File: config.mk
export PLATFORM = sky130hd
export DESIGN_NAME = spram_arbiter
export DESIGN_NICKNAME = d
export VERILOG_FILES = /design/src/rtl/spram_arb_pkg.sv /design/src/rtl/spram_arbiter_rr.sv /design/src/rtl/spram_arbiter.sv
export SDC_FILE = /design/constraint.sdc
export NUM_CORES = 1
export LEC_CHECK = 0
export ABC_AREA = 1
export ABC_CLOCK_PERIOD_IN_PS = 3000
export CORE_MARGIN = 5
export CORE_UTILIZATION = 65
export DETAILED_ROUTE_END_ITERATION = 16
export DONT_BUFFER_PORTS = 1
export GPL_ROUTABILITY_DRIVEN = 0
export GPL_TIMING_DRIVEN = 0
export PLACE_DENSITY_LB_ADDON = 0.15
export SLEW_MARGIN = 10
export SYNTH_ARGS = -nofsm -noshare
export SYNTH_HDL_FRONTEND = slang
export SYNTH_SLANG_ARGS = --single-unit
File: constraint.sdc
create_clock -name clk -period 3 [get_ports clk]
set_clock_uncertainty 0.1 [all_clocks]
set_input_delay 0.45 -clock clk [delete_from_list [all_inputs] [get_ports clk]]
set_output_delay 0.45 -clock clk [all_outputs]
set_load 0.05 [all_outputs]
File: src/rtl/spram_arb_pkg.sv
// Shared types and helpers for the single-port RAM arbiter.
package spram_arb_pkg;

  typedef enum logic [0:0] {
    ARB    = 1'b0,
    LOCKED = 1'b1
  } arb_state_t;

  // Index width sized for the largest supported requester count.
  localparam int unsigned MAX_NREQ = 8;
  localparam int unsigned IDX_W    = $clog2(MAX_NREQ);

  function automatic logic [IDX_W-1:0] rr_next(input logic [IDX_W-1:0] idx,
                                               input int unsigned      n);
    logic [IDX_W-1:0] nxt;
    if (32'(idx) + 32'd1 >= n) begin
      nxt = '0;
    end else begin
      nxt = idx + IDX_W'(1);
    end
    return nxt;
  endfunction

endpackage

File: src/rtl/spram_arbiter_rr.sv
// Combinational round-robin pick: first set request at or above i_ptr, wrapping.
module rr_arbiter #(
  parameter int NREQ  = 2,
  parameter int PTR_W = 1
) (
  input  logic [NREQ-1:0]  i_req,
  input  logic [PTR_W-1:0] i_ptr,
  output logic [NREQ-1:0]  o_gnt,
  output logic [PTR_W-1:0] o_idx
);

  logic             w_found;
  logic             w_hit;
  logic [PTR_W-1:0] w_k;

  // Scan offsets from the pointer; the first hit wins and masks the rest.
  always_comb begin
    o_gnt   = '0;
    o_idx   = '0;
    w_found = 1'b0;
    w_hit   = 1'b0;
    w_k     = '0;
    for (int unsigned off = 0; off < NREQ; off++) begin
      w_k        = PTR_W'((32'(i_ptr) + off) % NREQ);
      w_hit      = i_req[w_k] & ~w_found;
      o_gnt[w_k] = o_gnt[w_k] | w_hit;
      o_idx      = w_hit ? w_k : o_idx;
      w_found    = w_found | w_hit;
    end
  end

endmodule

File: src/rtl/spram_arbiter.sv
// Round-robin arbiter with lock/timeout sharing one single-port RAM among NREQ requesters.
module spram_arbiter
  import spram_arb_pkg::*;
#(
  parameter int NREQ     = 2,
  parameter int DEPTH    = 256,
  parameter int WIDTH    = 8,
  parameter int LOCK_MAX = 16
) (
  input  logic                         clk,
  input  logic                         rst_n,
  input  logic [NREQ-1:0]              req_valid,
  output logic [NREQ-1:0]              req_ready,
  input  logic [NREQ-1:0]              req_we,
  input  logic [NREQ-1:0]              req_lock,
  input  logic [NREQ*$clog2(DEPTH)-1:0] req_addr,
  input  logic [NREQ*WIDTH-1:0]        req_wdata,
  output logic [NREQ-1:0]              rsp_valid,
  output logic [WIDTH-1:0]             rsp_rdata,
  output logic                         ram_we,
  output logic [$clog2(DEPTH)-1:0]     ram_addr,
  output logic [WIDTH-1:0]             ram_din,
  input  logic [WIDTH-1:0]             ram_dout
);

  localparam int ADDR_WIDTH = $clog2(DEPTH);
  localparam int PTR_W      = $clog2(NREQ);
  localparam int CNT_W      = $clog2(LOCK_MAX);

  arb_state_t       r_state;
  logic [PTR_W-1:0] r_rr_ptr;
  logic [PTR_W-1:0] r_owner;
  logic [CNT_W-1:0] r_lock_cnt;
  logic [NREQ-1:0]  r_rsp_valid;

  logic [NREQ-1:0]  w_arb_gnt;
  logic [PTR_W-1:0] w_arb_idx;
  logic [NREQ-1:0]  w_gnt;
  logic [PTR_W-1:0] w_idx;
  logic             w_accept;
  logic             w_lock_end;
  logic [PTR_W-1:0] w_gnt_next;
  logic [PTR_W-1:0] w_owner_next;

  rr_arbiter #(
    .NREQ  (NREQ),
    .PTR_W (PTR_W)
  ) u_rr (
    .i_req (req_valid),
    .i_ptr (r_rr_ptr),
    .o_gnt (w_arb_gnt),
    .o_idx (w_arb_idx)
  );

  // Grant source: round-robin search in ARB, owner only while LOCKED.
  always_comb begin
    w_gnt = '0;
    w_idx = '0;
    if (r_state == LOCKED) begin
      w_gnt[r_owner] = req_valid[r_owner];
      w_idx          = r_owner;
    end else begin
      w_gnt = w_arb_gnt;
      w_idx = w_arb_idx;
    end
  end

  assign w_accept     = |w_gnt;
  assign w_lock_end   = (r_lock_cnt == CNT_W'(LOCK_MAX - 1));
  assign w_gnt_next   = PTR_W'(rr_next(IDX_W'(w_idx), NREQ));
  assign w_owner_next = PTR_W'(rr_next(IDX_W'(r_owner), NREQ));

  // RAM mux; an idle cycle becomes a read of address 0 whose data is ignored.
  always_comb begin
    ram_we   = 1'b0;
    ram_addr = '0;
    ram_din  = '0;
    if (w_accept) begin
      ram_we   = req_we[w_idx];
      ram_addr = req_addr[32'(w_idx)*ADDR_WIDTH +: ADDR_WIDTH];
      ram_din  = req_wdata[32'(w_idx)*WIDTH +: WIDTH];
    end else begin
      ram_we   = 1'b0;
    end
  end

  // Ownership FSM, round-robin pointer and lock timeout counter.
  always_ff @(posedge clk or negedge rst_n) begin
    if (!rst_n) begin
      r_state    <= ARB;
      r_rr_ptr   <= '0;
      r_owner    <= '0;
      r_lock_cnt <= '0;
    end else begin
      case (r_state)
        ARB: begin
          if (w_accept) begin
            r_rr_ptr <= w_gnt_next;
            if (req_lock[w_idx]) begin
              r_state    <= LOCKED;
              r_owner    <= w_idx;
              r_lock_cnt <= '0;
            end
          end
        end
        LOCKED: begin
          // A beat accepted in the forced-release cycle still completes normally.
          if ((w_accept && !req_lock[r_owner]) || w_lock_end) begin
            r_state    <= ARB;
            r_rr_ptr   <= w_owner_next;
            r_lock_cnt <= '0;
          end else begin
            r_lock_cnt <= r_lock_cnt + CNT_W'(1);
          end
        end
        default: begin
          r_state <= ARB;
        end
      endcase
    end
  end

  // Read response tag, one cycle after acceptance.
  always_ff @(posedge clk or negedge rst_n) begin
    if (!rst_n) begin
      r_rsp_valid <= '0;
    end else if (w_accept && !req_we[w_idx]) begin
      r_rsp_valid <= w_gnt;
    end else begin
      r_rsp_valid <= '0;
    end
  end

  assign req_ready = w_gnt;
  assign rsp_valid = r_rsp_valid;
  assign rsp_rdata = ram_dout;

endmodule

==> reports/qor.yml, run 1 <==
syn_avg_cell_area_sq_um: 5.89
crit_type: "reg2out"
layout_min_cycle_time_ns: 2.66
ir_worst_vdd_mv: 0.793
fillers: 140
ys_seq_area_share_pct: 22.6
whs_ns: 0.238
syn_nets: 218
leakage_nw: 0.732
slew_violations: 0
fin_cells: 190
numCtsBuffers: 3
rsz0062_at_grt: "no"
htree_num_levels: 1
vias_per_cell: 5.28
regArea_sq_um: 225
cts_resized: 0
num_antenna_cells: 0
dr.pass1.iters: 4
yosys.area_share.simple_pct: 51.6
hold_class: "in2reg"
grt_overflow: 0
synth_top_family_by_area: "simple AND/OR/NAND/NOR gates"
wl_met1_um: 930
synthDistinctLibCells: 22
synthMuxAreaShare_pct: 0
hold_viol_final: 0
cp-end-kind: "output pin"
fin_ws_ns: 0.344
max_freq_mhz: 377
die_y_um: 49.1
grt_pass1_wl_um: 3930
num_rows: 14
ant_nets: 0
wl_met3_um: 269
crit_arrival_ns: 2.11
die-area_sq_mm: 0.00241
critPathRequiredTime_ns: 2.45
post_cts_buffers: 0
first_global_vias: 966
hpwl_um: 2010
ys_ff_latch: 9
routedWlPerCell_um: 12.9
worst_slew_pin_slew_ns: 1.00
crit_fanout: 10
top_layer: "met4"
cts_buffer_depth: 2
cap_violations: 0
pwr_density_cell_mw_per_mm2: 1510
mostFrequentLayoutCell: "nand2_1"
io_pins: 77
io_buffers: 0
clockRootBuffer: "clkbuf_4"
grt_usage_pct: 20.0
drc: 0
ys_warn_count: 0
via_count: 1003
syn_area_sq_um: 995
nets: 224
pre_cts_ws_ns: 0.634
syn_inst: 169
dr_wl_met2_um: 1230
multi_input_area_sq_um: 564
start_util_pct: 67.6
cts_tree: "done"
core_sq_mm: 0.00147
synth_xor_area_share_pct: 0.881
slew_headroom_pct: 32.9
grt_antenna_before_repair: 0
final_cell_mix: "84 x nand2_1, 26 x inv_1, 11 x nand3_1"
finalSetupTns_ns: 0
dieWidth_um: 49.1
clk_pin_slew_ns: 0.06
post-route-period-util_pct: 88.5
first_iter_violations: 12
grt_max_degree: 11
synth_fa_ha_area_share_pct: 1.26
worstSkewPairLatency_ns: 0.26
setup_viol: 0
worstSetupStartpointType: "flip-flop"
wirelength_um: 2450
syn_to_final_growth_pct: 5.66
dpl.cell_count: 185
status: "finished, final reports clean"
clock_sinks: 9
drive_gt1_share_pct: 16.7
synth_compound_area_share_pct: 3.02
## power by group
part	internal [mW]	switching, mW	leakage (nW)
registers	0.172	0.0854	0.115
clock network	0.0513	0.0439	0.0150
logic	0.276	0.959	0.602
total	0.499	1.09	0.732
## repair_timing
item | 4_1_cts | 5_1_grt
hold buffers | 1 | 0
hold endpoints to repair | 9 | 0
setup endpoints to repair | 0 | 0
## through the flow
stage                     cell area, sq um  total power [mW]  util [%]
final                                 1050              1.59      71.4
after CTS                             1050              1.60      71.4
after global placement                1010              1.46      69.0
after detailed placement              1010              1.49      69.0
after floorplan                        995              1.36         -
after global routing                  1050              1.72      71.4
## synth_stat cells
master / number / area share (%)
nor2_4: 1 / 1.1
inv_4: 1 / 0.63
o21ai_0: 1 / 0.50
inv_1: 26 / 9.8
a21boi_1: 1 / 0.75
nor2_2: 1 / 0.63
nand3_2: 2 / 2.0
o21ai_1: 1 / 0.50
nand2_4: 6 / 6.8
nand4_1: 1 / 0.63
nand3_1: 11 / 5.5
nand2_2: 2 / 1.3
ha_1: 1 / 1.3
a21oi_1: 1 / 0.50
nand2_1: 84 / 32
xnor2_1: 1 / 0.88
inv_2: 1 / 0.38
nor2_1: 5 / 1.9
o21a_1: 1 / 0.75
buf_6: 2 / 2.3
buf_4: 10 / 7.5
dfrtp_1: 9 / 23
## registers in the layout, indices dropped and copies added, names as in the netlist
signal      count
r_rr_ptr        1
r_lock_cnt      4
r_state         1
rsp_valid       2
r_owner         1
## area by class of cell
cell class / count / share of cell area (%)
sequential: 9 / 21.4
buffer: 12 / 9.29
multi-input combinational: 120 / 53.7
inverter: 28 / 10.2
tap: 16 / 1.90
timing repair buffer: 1 / 0.952
clock buffer: 4 / 2.50
## cell families (layout without fill, tap and decap cells)
group           Yosys count  in the layout
simple gates            113            113
buf+inv                  40             45
flops                     9              9
compound gates            5              5
fa+ha+maj                 1              1
xor+xnor                  1              1
## worst paths after layout
path | from | to | slack [ns] | depth (start not counted)
min | req_valid[0] | rsp_valid[0] | 0.24 | 2
max | r_state | ram_we | 0.34 | 7
min reg2reg | r_rr_ptr | r_rr_ptr | 0.42 | 2
max reg2reg | r_state | r_lock_cnt[2] | 1.47 | 9
min in group asynchronous | rst_n | rsp_valid[0] | 0.46 | 1
max in group asynchronous | rst_n | r_lock_cnt[2] | 2.03 | 1
## worst max-delay path: stages, from the launching register on
cell	delay, ns
dfrtp_1	0.47
nand2_1	0.12
inv_1	0.11
nor2_4	0.05
nand2_4	0.08
buf_6	0.14
nand2_1	0.07
a21boi_1	0.80
## per-layer routing
metal,global-route usage (%),up-vias
met5,0,-
met4,4.04,0
met3,8.26,2
met2,35.8,64
met1,21.5,436
li1,-,501
(Power assumes the default switching activity.)
==> run 2, diff against run 1 <==
- BUFFER_PORTS_ARGS: unset -> -buffer_cell sky130_fd_sc_hd__buf_2
- CORE_UTILIZATION: 65 -> 43
- DONT_BUFFER_PORTS: 1 -> unset
- HOLD_SLACK_MARGIN: unset -> 0.02
- SETUP_SLACK_MARGIN: unset -> 0.2
==> run 2 against run 1 <==
  * Setup slack better by 0.33 ns
  * Non-clock buffer count up 68
  * Critical path depth is 2 higher
  * Global-route usage shrank 3.1 points
  * Cell count rose by 42%
  * Largest cell class unchanged
==> reports/qor.yml, run 2 (synthesized netlist as in run 1, its figures left out) <==
die-area_sq_mm: 0.00338  # +40%
crit_type: "reg2out"
cts_tree: "done"
hold_path_startpoint: "req_we[1]"
hpwl_um: 2100  # +4.3%
rr_worst_depth: 9  # unchanged
slew_violations: 0  # unchanged
slew_headroom_pct: 77.6  # +45 points
hold_class: "in2reg"
nets: 292  # +30%
dieWidth_um: 58.1  # +18%
utilization_pct: 63.6  # -7.9 points
min_delay_path_depth: 4  # +2
pre_cts_ws_ns: 0.853  # +0.219 ns
clk_pin_slew_ns: 0.06  # about the same
grt_usage_pct: 16.9  # -3.1 points
r2r-end: "r_lock_cnt[3]"
start_util_pct: 45.0  # -23 points
hold_viol_final: 0  # unchanged
routedWlPerCell_um: 9.38  # -27%
fin_cells: 270  # +42%
wirelength_um: 2530  # +3.5%
finalSetupTns_ns: 0  # unchanged
cts_buffer_depth: 2  # unchanged
holdPathEnd: "rsp_valid[1]"
vias_per_cell: 4.28  # -19%
final_cell_mix: "84 x nand2_1, 68 x buf_2, 26 x inv_1"
crit_fanout: 10  # unchanged
first_iter_violations: 27  # +15
post-route-period-util_pct: 77.6  # -11 points
clock_sinks: 9  # unchanged
grt_antenna_before_repair: 0  # unchanged
cap_violations: 0  # unchanged
dr.pass1.iters: 4  # unchanged
ant_nets: 0  # unchanged
status: "finished, final reports clean"
rsz0062_at_grt: "no"
fillers: 235  # +68%
max_freq_mhz: 430  # +14%
grt_max_degree: 11  # unchanged
htree_num_levels: 1  # unchanged
syn_to_final_growth_pct: 41.4
core_sq_mm: 0.00221  # +50%
num_antenna_cells: 0  # unchanged
first_global_vias: 1147  # +19%
io_buffers: 68  # +68
leakage_nw: 1.02  # +39%
multi_input_area_sq_um: 564  # unchanged
top_register: "r_lock_cnt"
cp-end-kind: "output pin"
largest_reg_flops: 4  # unchanged
ir_worst_vdd_mv: 0.763  # -3.7%
crit_arrival_ns: 1.78  # -0.33 ns
layout_min_cycle_time_ns: 2.33  # -0.328 ns
timing.rr.start: "r_state"
drc: 0  # unchanged
pwr_density_cell_mw_per_mm2: 1220  # -19%
die_y_um: 58.1  # +18%
num_rows: 17  # +3
worstSetupStartpointType: "flip-flop"
dpl.cell_count: 265  # +43%
critPathRequiredTime_ns: 2.45  # about the same
numCtsBuffers: 3  # unchanged
fin_ws_ns: 0.672  # +0.328 ns
setup_viol: 0  # unchanged
mostFrequentLayoutCell: "nand2_1"
grt_overflow: 0  # unchanged
r2r_slack_ns: 1.50  # +0.03 ns
p_total_mw: 1.71  # +7.7%
regArea_sq_um: 225  # unchanged
worstSkewPairLatency_ns: 0.26  # about the same
grt_pass1_wl_um: 4550  # +16%
drive_gt1_share_pct: 40.1  # +23 points
via_count: 1155  # +15%
io_pins: 77  # unchanged
clockRootBuffer: "clkbuf_4"
worst_slew_pin_slew_ns: 0.333  # -0.671 ns
[run 2: worst max-delay path by stage]
stage | from | endpoint | slack [ns] | depth (start not counted)
after floorplan | r_state | ram_we | 0.75 | 6
after global placement | req_valid[1] | ram_din[0] | 0.87 | 9
after detailed placement | req_valid[1] | ram_addr[5] | 0.85 | 9
after CTS | r_state | ram_addr[5] | 0.64 | 9
after global routing | r_state | ram_addr[2] | 0.45 | 9
final | r_state | ram_addr[5] | 0.67 | 9
[run 2: cell type report]
| type | count | share of cell area (%) |
|---|---|---|
| Inverter | 28 | 7.65 |
| Sequential cell | 9 | 16.0 |
| Timing Repair Buffer | 69 | 24.9 |
| Multi-Input combinational cell | 120 | 40.1 |
| Tap cell | 28 | 2.49 |
| Buffer | 12 | 6.94 |
| Clock buffer | 4 | 1.87 |
[run 2: metrics by stage]
step / cell area, sq um / hold WS (ns)
floorplan: 995 / 0.0544
global placement: 1370 / 0.208
detailed placement: 1370 / 0.208
CTS: 1410 / 0.377
global route: 1410 / 0.381
finish: 1410 / 0.381
[run 2: power breakdown]
part	leakage [nW]	total, mW	internal [mW]	switching (mW)
sequential	0.115	0.221	0.173	0.0484
combinational	0.889	1.40	0.387	1.01
clock	0.0150	0.0902	0.0511	0.0391
[run 2: worst max-delay path: stages (launching register included)]
cell,delay (ns)
dfrtp_1,0.46
inv_2,0.15
nand2_1,0.06
nand2_1,0.09
nand2_4,0.08
nand2_4,0.13
buf_4,0.18
nand2_1,0.06
inv_1,0.05
buf_2,0.25
[run 2: layer usage]
layer	vias up	wire, um	GRT usage, %
met2	62	1000	26.1
li1	637	-	-
met5	-	0	0
met3	4	387	7.57
met1	452	1120	21.4
met4	0	24	3.97
[run 2: what timing repair did]
| item | in CTS | in global routing |
|---|---|---|
| gates resized for setup | 0 | 0 |
| hold buffers | 1 | 0 |
| hold endpoints to repair | 9 | 0 |
| buffers inserted | 0 | 0 |
| setup endpoints to repair | 0 | 0 |
==> run 3, diff against run 2 <==
- ABC_CLOCK_PERIOD_IN_PS: 3000 -> 2200
- CORE_UTILIZATION: 43 -> 40
- clock period: 3 -> 2.2 ns (I/O delays scaled with it)
==> run 3 against run 2 <==
  * Die area rose by 6.2%
  * Clock-buffer cell count is the same
  * Hold slack lost 0.087 ns
  * Critical path depth is 2 lower
  * Core utilization increased by 4.7 points
==> reports/qor.yml, run 3 (synthesized netlist as in run 1, its figures left out) <==
first_global_vias: 1079  # -5.9%
setup_viol: 0  # unchanged
drive_gt1_share_pct: 50.8  # +11 points
clockRootBuffer: "clkbuf_4"
cap_violations: 0  # unchanged
hpwl_um: 2150  # +2.5%
slew_headroom_pct: 77.4  # -0.21 points
dr.pass1.iters: 4  # unchanged
p_total_mw: 2.92  # +71%
num_rows: 18  # +1
status: "finished, final reports clean"
grt_max_degree: 11  # unchanged
io_pins: 77  # unchanged
layout_min_cycle_time_ns: 2.09
top_register: "r_lock_cnt"
grt_usage_pct: 15.2  # -1.6 points
io_buffers: 68  # unchanged
hold_class: "in2reg"
first_iter_violations: 19  # -30%
dieWidth_um: 59.9  # +3.0%
start_util_pct: 40.9  # -4.1 points
pwr_density_cell_mw_per_mm2: 1760  # +45%
postPlaceCellArea_sq_mm: 0.00138  # +0.46%
ant_nets: 0  # unchanged
grt_antenna_before_repair: 0  # unchanged
ir_worst_vdd_mv: 1.15  # +51%
worst_slew_pin_slew_ns: 0.336  # +0.00318 ns
cts_tree: "done"
utilization_pct: 68.3  # +4.7 points
fin_area_sq_mm: 0.00166  # +18%
hold_viol_final: 0  # unchanged
die-area_sq_mm: 0.00358  # +6.2%
die_y_um: 59.9  # +3.0%
largest_reg_flops: 4  # unchanged
syn_to_final_growth_pct: 66.9
rsz0062_at_grt: "yes"
numCtsBuffers: 3  # unchanged
wirelength_um: 2810  # +11%
htree_num_levels: 1  # unchanged
fin_ws_ns: 0.113  # -0.559 ns
grt_pass1_wl_um: 4320  # -5.2%
via_count: 1191  # +3.1%
slew_violations: 0  # unchanged
clock_sinks: 9  # unchanged
drc: 0  # unchanged
grt_overflow: 0  # unchanged
final_cell_mix: "72 x nand2_1, 51 x buf_2, 17 x inv_1"
fin_cells: 276  # +2.2%
crit_type: "reg2out"
vias_per_cell: 4.32  # +0.88%
num_antenna_cells: 0  # unchanged
crit_arrival_ns: 1.66  # -0.12 ns
finalSetupTns_ns: 0  # unchanged
routedWlPerCell_um: 10.2  # +8.4%
worstSetupStartpointType: "flip-flop"
cts_buffer_depth: 2  # unchanged
leakage_nw: 1.07  # +5.2%
critPathRequiredTime_ns: 1.77  # -0.68 ns
cp-end-kind: "output pin"
post-route-period-util_pct: 94.9
nets: 296  # +1.4%
mostFrequentLayoutCell: "nand2_1"
whs_ns: 0.294  # -0.0873 ns
crit_fanout: 10  # unchanged
pre_cts_ws_ns: 0.242  # -0.611 ns
dpl.cell_count: 267  # +0.75%
core_sq_mm: 0.00243  # +10%
max_freq_mhz: 479
clk_pin_slew_ns: 0.06  # about the same
worstSkewPairLatency_ns: 0.25  # about the same
run 3: cell type report:
cell class / instances / area, sq um
repair buffers: 73 / 529
fillers: 243 / 772
well taps: 30 / 37.5
clock buffers: 4 / 26.3
plain buffers: 12 / 109
inverters: 28 / 113
multi-input cells: 120 / 619
flip-flops and latches: 9 / 226
run 3: path summary, 6_finish.rpt:
kind,startpoint,endpoint,slack (ns),depth (start not counted)
min,req_we[1],rsp_valid[1],0.29,4
max in group asynchronous,rst_n,r_state,1.45,2
min in group asynchronous,rst_n,r_lock_cnt[3],0.36,2
max,r_state,ram_addr[1],0.11,7
min reg2reg,r_rr_ptr,r_rr_ptr,0.43,2
max reg2reg,r_state,r_rr_ptr,0.70,8
run 3: repair_timing:
action / in CTS / in global routing
buffers inserted: 1 / 2
resized for setup: 38 / 36
cloned: 1 / 0
hold buffers: 1 / 0
setup endpoints to repair: 17 / 17
pin swaps: 0 / 5
endpoints found under the hold margin: 9 / 0
run 3: report_power, final:
part           switching [mW]  internal (mW)
Clock                  0.0515         0.0695
Combinational            1.56          0.929
Sequential             0.0721          0.237
run 3: routing by layer:
metal | track usage (%) | wire length (um) | vias to the layer above
li1 | - | - | 644
met1 | 18.5 | 1090 | 510
met5 | 0 | 0 | -
met3 | 3.24 | 213 | 2
met2 | 25.8 | 1490 | 35
met4 | 6.33 | 19 | 0
run 3: worst max-delay path, stage by stage (launching register included):
cell	delay, ns
dfrtp_2	0.47
a21oi_1	0.26
nand2_4	0.12
nand2_8	0.13
buf_6	0.15
nand2_1	0.05
inv_1	0.06
buf_6	0.15
